--- src/rtl/mem_port_arb.sv ---
// mem_port_arb: shares one synchronous-read unified memory between the fetch
// stage and the memory stage. At most one requester is granted per cycle.
// Data accesses normally win, but a starvation counter guarantees that fetch
// is granted after STARVE_MAX consecutive denials. The read response arrives
// one cycle after the grant and is steered back to the requester that issued
// it by a small response tag register.
module mem_port_arb #(
    parameter int STARVE_MAX = 4
) (
    input  logic        i_clk,
    input  logic        i_rst,

    // Fetch (instruction read) port
    input  logic        i_if_req,
    input  logic [31:0] i_if_addr,
    input  logic        i_if_flush,
    output logic        o_if_gnt,
    output logic        o_if_hold,
    output logic        o_if_rvld,
    output logic [31:0] o_if_rdata,

    // Data (load/store) port
    input  logic        i_d_ren,
    input  logic        i_d_wen,
    input  logic [31:0] i_d_addr,
    input  logic [31:0] i_d_wdata,
    input  logic [3:0]  i_d_mask,
    output logic        o_d_gnt,
    output logic        o_d_stall,
    output logic        o_d_rvld,
    output logic [31:0] o_d_rdata,

    // Unified memory port
    output logic [31:0] o_mem_addr,
    output logic        o_mem_ren,
    output logic        o_mem_wen,
    output logic [31:0] o_mem_wdata,
    output logic [3:0]  o_mem_mask,
    input  logic [31:0] i_mem_rdata
);

    // Who owns the read data arriving from memory this cycle.
    typedef enum logic [1:0] {
        RESP_NONE = 2'd0,
        RESP_IF   = 2'd1,
        RESP_D    = 2'd2
    } resp_src_t;

    localparam logic [3:0] STARVE_LIM = 4'(STARVE_MAX);

    resp_src_t   resp_src_r;
    logic [3:0]  starve_cnt_r;

    logic        d_req_s;
    logic        d_store_s;
    logic        starve_hit_s;
    logic        if_gnt_s;
    logic        d_gnt_s;
    logic        unused_addr_lsb_s;

    // Word addressing: the two byte-offset bits of both request addresses
    // never reach memory.
    assign unused_addr_lsb_s = ^{i_if_addr[1:0], i_d_addr[1:0]};

    // A store wins over a load if both strobes are raised together.
    assign d_req_s      = i_d_ren | i_d_wen;
    assign d_store_s    = i_d_wen;
    assign starve_hit_s = (starve_cnt_r == STARVE_LIM);

    // Arbitration: data first, fetch only when alone or when starved.
    always_comb begin
        if_gnt_s = 1'b0;
        d_gnt_s  = 1'b0;
        if (i_rst) begin
            if_gnt_s = 1'b0;
            d_gnt_s  = 1'b0;
        end else if (i_if_req && (!d_req_s || starve_hit_s)) begin
            if_gnt_s = 1'b1;
        end else if (d_req_s) begin
            d_gnt_s = 1'b1;
        end else begin
            if_gnt_s = 1'b0;
            d_gnt_s  = 1'b0;
        end
    end

    assign o_if_gnt  = if_gnt_s;
    assign o_d_gnt   = d_gnt_s;
    // Hold/stall are silenced during reset so every output reads zero.
    assign o_if_hold = i_if_req & ~if_gnt_s & ~i_rst;
    assign o_d_stall = d_req_s  & ~d_gnt_s  & ~i_rst;

    // Memory port drive: granted requester's address and strobes, zero when idle.
    always_comb begin
        o_mem_addr  = 32'h0000_0000;
        o_mem_ren   = 1'b0;
        o_mem_wen   = 1'b0;
        o_mem_wdata = 32'h0000_0000;
        o_mem_mask  = 4'b0000;
        if (if_gnt_s) begin
            o_mem_addr = {i_if_addr[31:2], 2'b00};
            o_mem_ren  = 1'b1;
        end else if (d_gnt_s) begin
            o_mem_addr = {i_d_addr[31:2], 2'b00};
            if (d_store_s) begin
                o_mem_wen   = 1'b1;
                o_mem_wdata = i_d_wdata;
                o_mem_mask  = i_d_mask;
            end else begin
                o_mem_ren = 1'b1;
            end
        end else begin
            o_mem_addr = 32'h0000_0000;
        end
    end

    // Response steering: memory read data goes to the tagged owner, others see zero.
    always_comb begin
        o_if_rvld  = 1'b0;
        o_if_rdata = 32'h0000_0000;
        o_d_rvld   = 1'b0;
        o_d_rdata  = 32'h0000_0000;
        if (i_rst) begin
            o_if_rvld = 1'b0;
            o_d_rvld  = 1'b0;
        end else begin
            case (resp_src_r)
                RESP_IF: begin
                    o_if_rvld  = 1'b1;
                    o_if_rdata = i_mem_rdata;
                end
                RESP_D: begin
                    o_d_rvld  = 1'b1;
                    o_d_rdata = i_mem_rdata;
                end
                RESP_NONE: begin
                    o_if_rvld = 1'b0;
                    o_d_rvld  = 1'b0;
                end
                default: begin
                    o_if_rvld = 1'b0;
                    o_d_rvld  = 1'b0;
                end
            endcase
        end
    end

    // Response tag: remember which read was issued; flushed fetches and stores leave none.
    always_ff @(posedge i_clk) begin
        if (i_rst) begin
            resp_src_r <= RESP_NONE;
        end else if (if_gnt_s && !i_if_flush) begin
            resp_src_r <= RESP_IF;
        end else if (d_gnt_s && !d_store_s) begin
            resp_src_r <= RESP_D;
        end else begin
            resp_src_r <= RESP_NONE;
        end
    end

    // Starvation counter: counts consecutive fetch denials, saturating at the limit.
    always_ff @(posedge i_clk) begin
        if (i_rst) begin
            starve_cnt_r <= 4'd0;
        end else if (!i_if_req || if_gnt_s) begin
            starve_cnt_r <= 4'd0;
        end else if (!starve_hit_s) begin
            starve_cnt_r <= starve_cnt_r + 4'd1;
        end else begin
            starve_cnt_r <= starve_cnt_r;
        end
    end

endmodule

--- config.mk ---
export PLATFORM = sky130hd
export DESIGN_NAME = mem_port_arb
export DESIGN_NICKNAME = d
export VERILOG_FILES = /design/src/rtl/mem_port_arb.sv
export SDC_FILE = /design/constraint.sdc
export NUM_CORES = 1
export LEC_CHECK = 0
export ABC_CLOCK_PERIOD_IN_PS = 2300
export BUFFER_PORTS_ARGS = -buffer_cell sky130_fd_sc_hd__clkbuf_2
export CAP_MARGIN = 30
export CELL_PAD_IN_SITES_DETAIL_PLACEMENT = 0
export CELL_PAD_IN_SITES_GLOBAL_PLACEMENT = 1
export CORE_MARGIN = 2
export CORE_UTILIZATION = 16
export CTS_CLUSTER_SIZE = 10
export DETAILED_ROUTE_END_ITERATION = 10
export PLACE_DENSITY_LB_ADDON = 0.1
export SYNTH_ARGS = -nofsm -noshare
export SYNTH_HDL_FRONTEND = slang
export SYNTH_SLANG_ARGS = --single-unit
--- constraint.sdc ---
create_clock -name i_clk -period 2.3 [get_ports i_clk]
set_clock_uncertainty 0.1 [all_clocks]
set_input_delay 0.46 -clock i_clk [delete_from_list [all_inputs] [get_ports i_clk]]
set_output_delay 0.46 -clock i_clk [all_outputs]
set_load 0.02 [all_outputs]
# ---- After elaboration in Yosys (flattened, before gate mapping)
# Index checks and enable logic that the tools add are counted.
dict set report word_totals {
  regBits 6
  input_bits 138
  output_inout_bits 140
  word_cells 55
}
dict set report classes {
  add_sub_neg 1
  n_eq_ne 3
  n_mux 29
  bitwise 8
  reduce_logical 11
}
# cell count
set op_table {}
lappend op_table {{32-bit 2-to-1 mux} 9}
lappend op_table {{1-bit 2-to-1 mux} 16}
lappend op_table {{4-bit 2-to-1 mux} 3}
lappend op_table {{4-bit by 1-bit adder with 4-bit output (second input constant)} 1}
lappend op_table {{1-bit AND} 4}
lappend op_table {{4-bit by 3-bit equality test with 1-bit output (second input constant)} 1}
lappend op_table {{1-bit logical NOT} 4}
lappend op_table {{2-bit OR reduction} 2}
lappend op_table {{1-bit logical AND} 3}
lappend op_table {{1-bit NOT} 3}
lappend op_table {{2-bit by 1-bit equality test with 1-bit output (second input constant)} 1}
lappend op_table {{2-bit equality test (second input constant)} 1}
lappend op_table {{1-bit logical OR} 2}
lappend op_table {{2-bit 2-to-1 mux} 1}
lappend op_table {{1-bit bitwise OR} 1}

# ---- Depth between registers and ports, before layout
dict set report logic_depth {
  depth_word 9
  mapped_depth 7
}

# ---- Least setup slack after synthesis
# Ideal clock, no wire load.
dict set report synth_path {
  kind {reg2out}
  from {register starve_cnt_r[0]}
  to {output o_mem_addr[23]}
  arrival_time_ns 1.655
  required_time_ns 1.740
  slack_ns 0.085
  path_stages_with_launch 8
  n_path_buf 2
  path_cell_list {dfxtp_1 inv_1 ha_1 and3b_1 buf_2 o21ai_2 buf_2 o32ai_1}
}
dict set report synth_between {
  elab_chain_len 7
}
# item line_no
set synth_rtl {}
lappend synth_rtl {{start: declaration} 52} ;# logic [3:0] starve_cnt_r;
lappend synth_rtl {{start signal: assignment} 168} ;# starve_cnt_r <= starve_cnt_r + 4'd1;
lappend synth_rtl {{start signal: assignment} 170} ;# starve_cnt_r <= starve_cnt_r;
lappend synth_rtl {{4-bit by 3-bit equality test with 1-bit output *} 68} ;# assign starve_hit_s = (starve_cnt_r == STARVE_LIM);
lappend synth_rtl {{1-bit logical OR *} 77} ;# end else if (i_if_req && (!d_req_s || starve_hit_s)) begin
lappend synth_rtl {{1-bit logical AND *} 77}
lappend synth_rtl {{1-bit 2-to-1 mux} 77}
lappend synth_rtl {{1-bit 2-to-1 mux} 74} ;# if (i_rst) begin
lappend synth_rtl {{32-bit 2-to-1 mux} 103} ;# end else if (d_gnt_s) begin
lappend synth_rtl {{32-bit 2-to-1 mux *} 100} ;# if (if_gnt_s) begin
lappend synth_rtl {{end: declaration} 34} ;# output logic [31:0] o_mem_addr,
# Every way passes the cells marked *; elsewhere a longest branch is shown, timed or not.

# ---- Final worst setup path
dict set report layout_path {
  from {register starve_cnt_r[1]}
  to {output o_mem_addr[4]}
}
# The elaborated chain is that of the path after synthesis.

==> results.txt <==
----------------------------------------------------
[Place]
  Number of buffer cells added on primary ports ... 271
  Total half-perimeter wirelength after legalization and detailed placement ... 6100 µm
  Routability-driven placement congestion ratio ... 0.730

[Clock tree]
  Skew-Pair Late Insertion Delay ... 0.22 ns
  CTS tree ... yes
  Count of hold buffers inserted by post-cts repair ... 0
  Number of H-tree branching levels ... 1
  Sink count of the clock tree ... 6
  Maximum clock path buffer count ... 2
  Number of buffers inserted during clock tree synthesis ... 3
  Clock transition at the registers of the reported paths ... 0.04 ns
  Clk Tree Root Cell ... sky130_fd_sc_hd__clkbuf_8

[Global route]
  Initial antenna violation count ... 0
  Maximum number of pins on one net before global-route repair ... 54
  Met1 layer usage reported by global route ... 0.130
  GR peak layer ... met2
  Wire length of the first global-routing pass ... 11,100 µm
  GR Overflow Total ... 0
  Overall fraction of global-route tracks in use ... 0.118
  Fraction of met2 tracks used by global routing ... 0.238
  Met3 Usage GRT ... 0.0291
  Vias in the first global route ... 2,256

[Cells and area]
  Layout cells sized above 1 ... 0.633
  Final nets ... 663
  Synthesis-to-layout area growth ... 128%
  Ant diodes ... 0

[Route]
  DRC violations left ... 0
  Routed via count ... approximately 2,700
  DRT Wirelength ... 8100 µm
  Violation count after the first detailed-routing iteration ... 75
  Avg WL per Cell ... 12.3 µm
  Number of routed nets with antenna violations ... 0
  Via/cell ratio ... 4.10
  Number of detailed-routing iterations run before antenna repair ... 4

[Floorplan]
  Number of top-level pins ... 278
  # rows ... 37
  Floorplan die area ... about 12,000 µm²
  Initial standard-cell utilization of the core ... 0.165
  Core ar. ... 10,400 µm²
  Die width ... 107 µm
  Die boundary height ... 107 µm

[Timing]
  Slew Limit Fails ... 0
  Final critical delay including setup and external delays ... 2.29 ns
  Achievable Freq ... around 440 MHz
  Unrepaired setup endpoints after global routing ... true
  Share of the clock period used by the worst path ... 0.994
  Total Neg Setup Slack ... 0 ns
  Total setup violations reported at the end of the flow ... 0
  Final hold slack ... 0.296 ns
  Total count of hold-check failures in the final report ... 0

[Logic synthesis]
  Gate Count Post-Synth ... 258
  Count of cell types in the netlist ... 27
  Mapped Avg Cell Area ... around 6.6 µm²
  Sequential area share after synthesis ... 0.0702
  Synthesis-stage register bit count ... 6
  Post-synthesis instance area ... 1710 µm²
  Warning count from the yosys run ... 0

[Worst setup path]
  Setup Crit Path Kind ... flop to output port
  Maximum fanout encountered on the critical timing path ... 7
  Crit-path cells ... inv_2 > ha_4 > and4b_4 > or2_4 > clkbuf_16 > o32ai_2 > buf_4
  Startpoint type of the worst setup path ... flop
  Sort of element at the end of the critical path ... output port
  Slowest Stage Delay on Critical Path ... 0.32 ns
  Required @ worst endpoint ... about 1.7 ns
  Slowest-stage cell, CP ... sky130_fd_sc_hd__dfxtp_2
  CP Data Arrival Time ... 1.73 ns

[Power and ir drop]
  Static leakage ... 2.14 nW
  Peak VDD IR ... 164 µV
  Total power divided by cell area ... 218 nW/µm²

[Run]
  Max Cap Violations ... 0

[Run status]
  Run status ... finished, final reports clean

[Hold path]
  Kind of path behind the tightest hold check ... input pin to flop

----------------------------------------------------
==> kinds of logic after synthesis <==
group / share of synthesized area
AOI/OAI and AO/OA: 0.167
adders and majority gates: 0.0146
buffers and inverters: 0.167
DFF: 0.0702
muxes: 0.00585
other: 0.00219
and+or+nand+nor: 0.574
==> worst max-delay path: cells and delay by family, from the launching register on <==
family,cells,cell delay [ns]
AND/OR/NAND/NOR,2,0.51
adder cells (fa/ha/maj),1,0.16
AO/OA/AOI/OAI,1,0.08
buffers and inverters,3,0.41
flip-flops,1,0.32
==> flip-flops by register name, summed over array words and instances (netlist names) <==
name and cells:
starve_cnt_r 4, resp_src_r 2
==> cell usage after synthesis <==
master                      instances  share of area
sky130_fd_sc_hd__nor3b_1            1         0.0044
sky130_fd_sc_hd__and4b_4            1         0.0080
sky130_fd_sc_hd__nor4b_1            1         0.0051
sky130_fd_sc_hd__buf_6              6          0.039
sky130_fd_sc_hd__nand3_1            1         0.0029
sky130_fd_sc_hd__nor2b_1            2         0.0073
sky130_fd_sc_hd__buf_2              6          0.018
sky130_fd_sc_hd__nor2_1            10          0.022
sky130_fd_sc_hd__conb_1             1         0.0022
sky130_fd_sc_hd__a2bb2oi_1          1         0.0051
sky130_fd_sc_hd__o32ai_1           30           0.15
sky130_fd_sc_hd__or3b_1             1         0.0051
sky130_fd_sc_hd__and3b_1            1         0.0051
sky130_fd_sc_hd__nor3b_4            1          0.011
sky130_fd_sc_hd__or2_1              1         0.0037
sky130_fd_sc_hd__nor3_1             2         0.0058
sky130_fd_sc_hd__ha_1               2          0.015
sky130_fd_sc_hd__clkbuf_1          13          0.029
sky130_fd_sc_hd__a21oi_1            1         0.0029
sky130_fd_sc_hd__o21ai_2            1         0.0051
sky130_fd_sc_hd__inv_1             33          0.072
sky130_fd_sc_hd__mux2i_1            1         0.0058
sky130_fd_sc_hd__and2_1           100           0.37
sky130_fd_sc_hd__nor3b_2            2          0.015
sky130_fd_sc_hd__nand2b_1          31           0.11
sky130_fd_sc_hd__buf_4              2         0.0088
sky130_fd_sc_hd__dfxtp_1            6          0.070
==> final cells by class <==
cell class / count / area, µm²
Clock buffer: 3 / 41.3
Tap cell: 136 / 170
Multi-Input combinational cell: 193 / 1710
Fill cell: 1124 / 6470
Timing Repair Buffer: 286 / 1730
Inverter: 33 / 124
Sequential cell: 6 / 123
==> report_power, final <==
part | switching, W | internal, W | total [W]
combinational | 0.000300 | 0.000285 | 0.000584
sequential | 0.00000147 | 0.000107 | 0.000109
clock | 0.0000454 | 0.000112 | 0.000158
total | 0.000347 | 0.000505 | 0.000851
==> through the flow <==
step	cells	instance area, µm²	setup slack, ns	util	total power [W]
floorplan	259	1720	0.0847	-	0.000354
global placement	648	3220	0.102	0.311	0.000563
detailed placement	648	3220	0.116	0.311	0.000564
CTS	655	3380	-0.0391	0.326	0.000752
global route	657	3900	-0.0501	0.376	0.000908
finish	657	3900	0.0147	0.376	0.000851
==> final timing paths <==
path / startpoint / end / slack [ns] / cells after the start
max reg2reg: starve_cnt_r[1] / resp_src_r[0] / 0.79 / 6
min: i_if_flush / resp_src_r[0] / 0.30 / 2
min reg2reg: starve_cnt_r[3] / starve_cnt_r[3] / 0.45 / 2
max: starve_cnt_r[1] / o_mem_addr[4] / 0.01 / 7
==> metal layers <==
layer / part of all wire / wire (µm) / up-vias
li1: - / - / 1362
met3: 0.090 / 732 / 2
met4: 0.0038 / 31 / 0
met1: 0.36 / 2910 / 1195
met5: 0 / 0 / -
met2: 0.55 / 4430 / 135
==> cells in the final DEF, fill, tap and decap left out, types with 3 or more instances in the layout <==
cell / count
sky130_fd_sc_hd__clkbuf_2: 240
sky130_fd_sc_hd__and2_1: 100
sky130_fd_sc_hd__inv_1: 31
sky130_fd_sc_hd__nand2b_1: 31
sky130_fd_sc_hd__buf_4: 23
sky130_fd_sc_hd__o32ai_2: 16
sky130_fd_sc_hd__o32ai_4: 14
sky130_fd_sc_hd__buf_6: 14
sky130_fd_sc_hd__nor2_1: 10
sky130_fd_sc_hd__buf_12: 6
sky130_fd_sc_hd__dfxtp_1: 4
sky130_fd_sc_hd__clkbuf_8: 3
==> repair_timing <==
action / 4_1_cts / 5_1_grt
pin swaps: 2 / 27
gates cloned: 2 / 1
resized for setup: 15 / 114
buffers inserted: 2 / 1
endpoints found under the setup margin: 67 / 67
(Power assumes the default switching activity.)
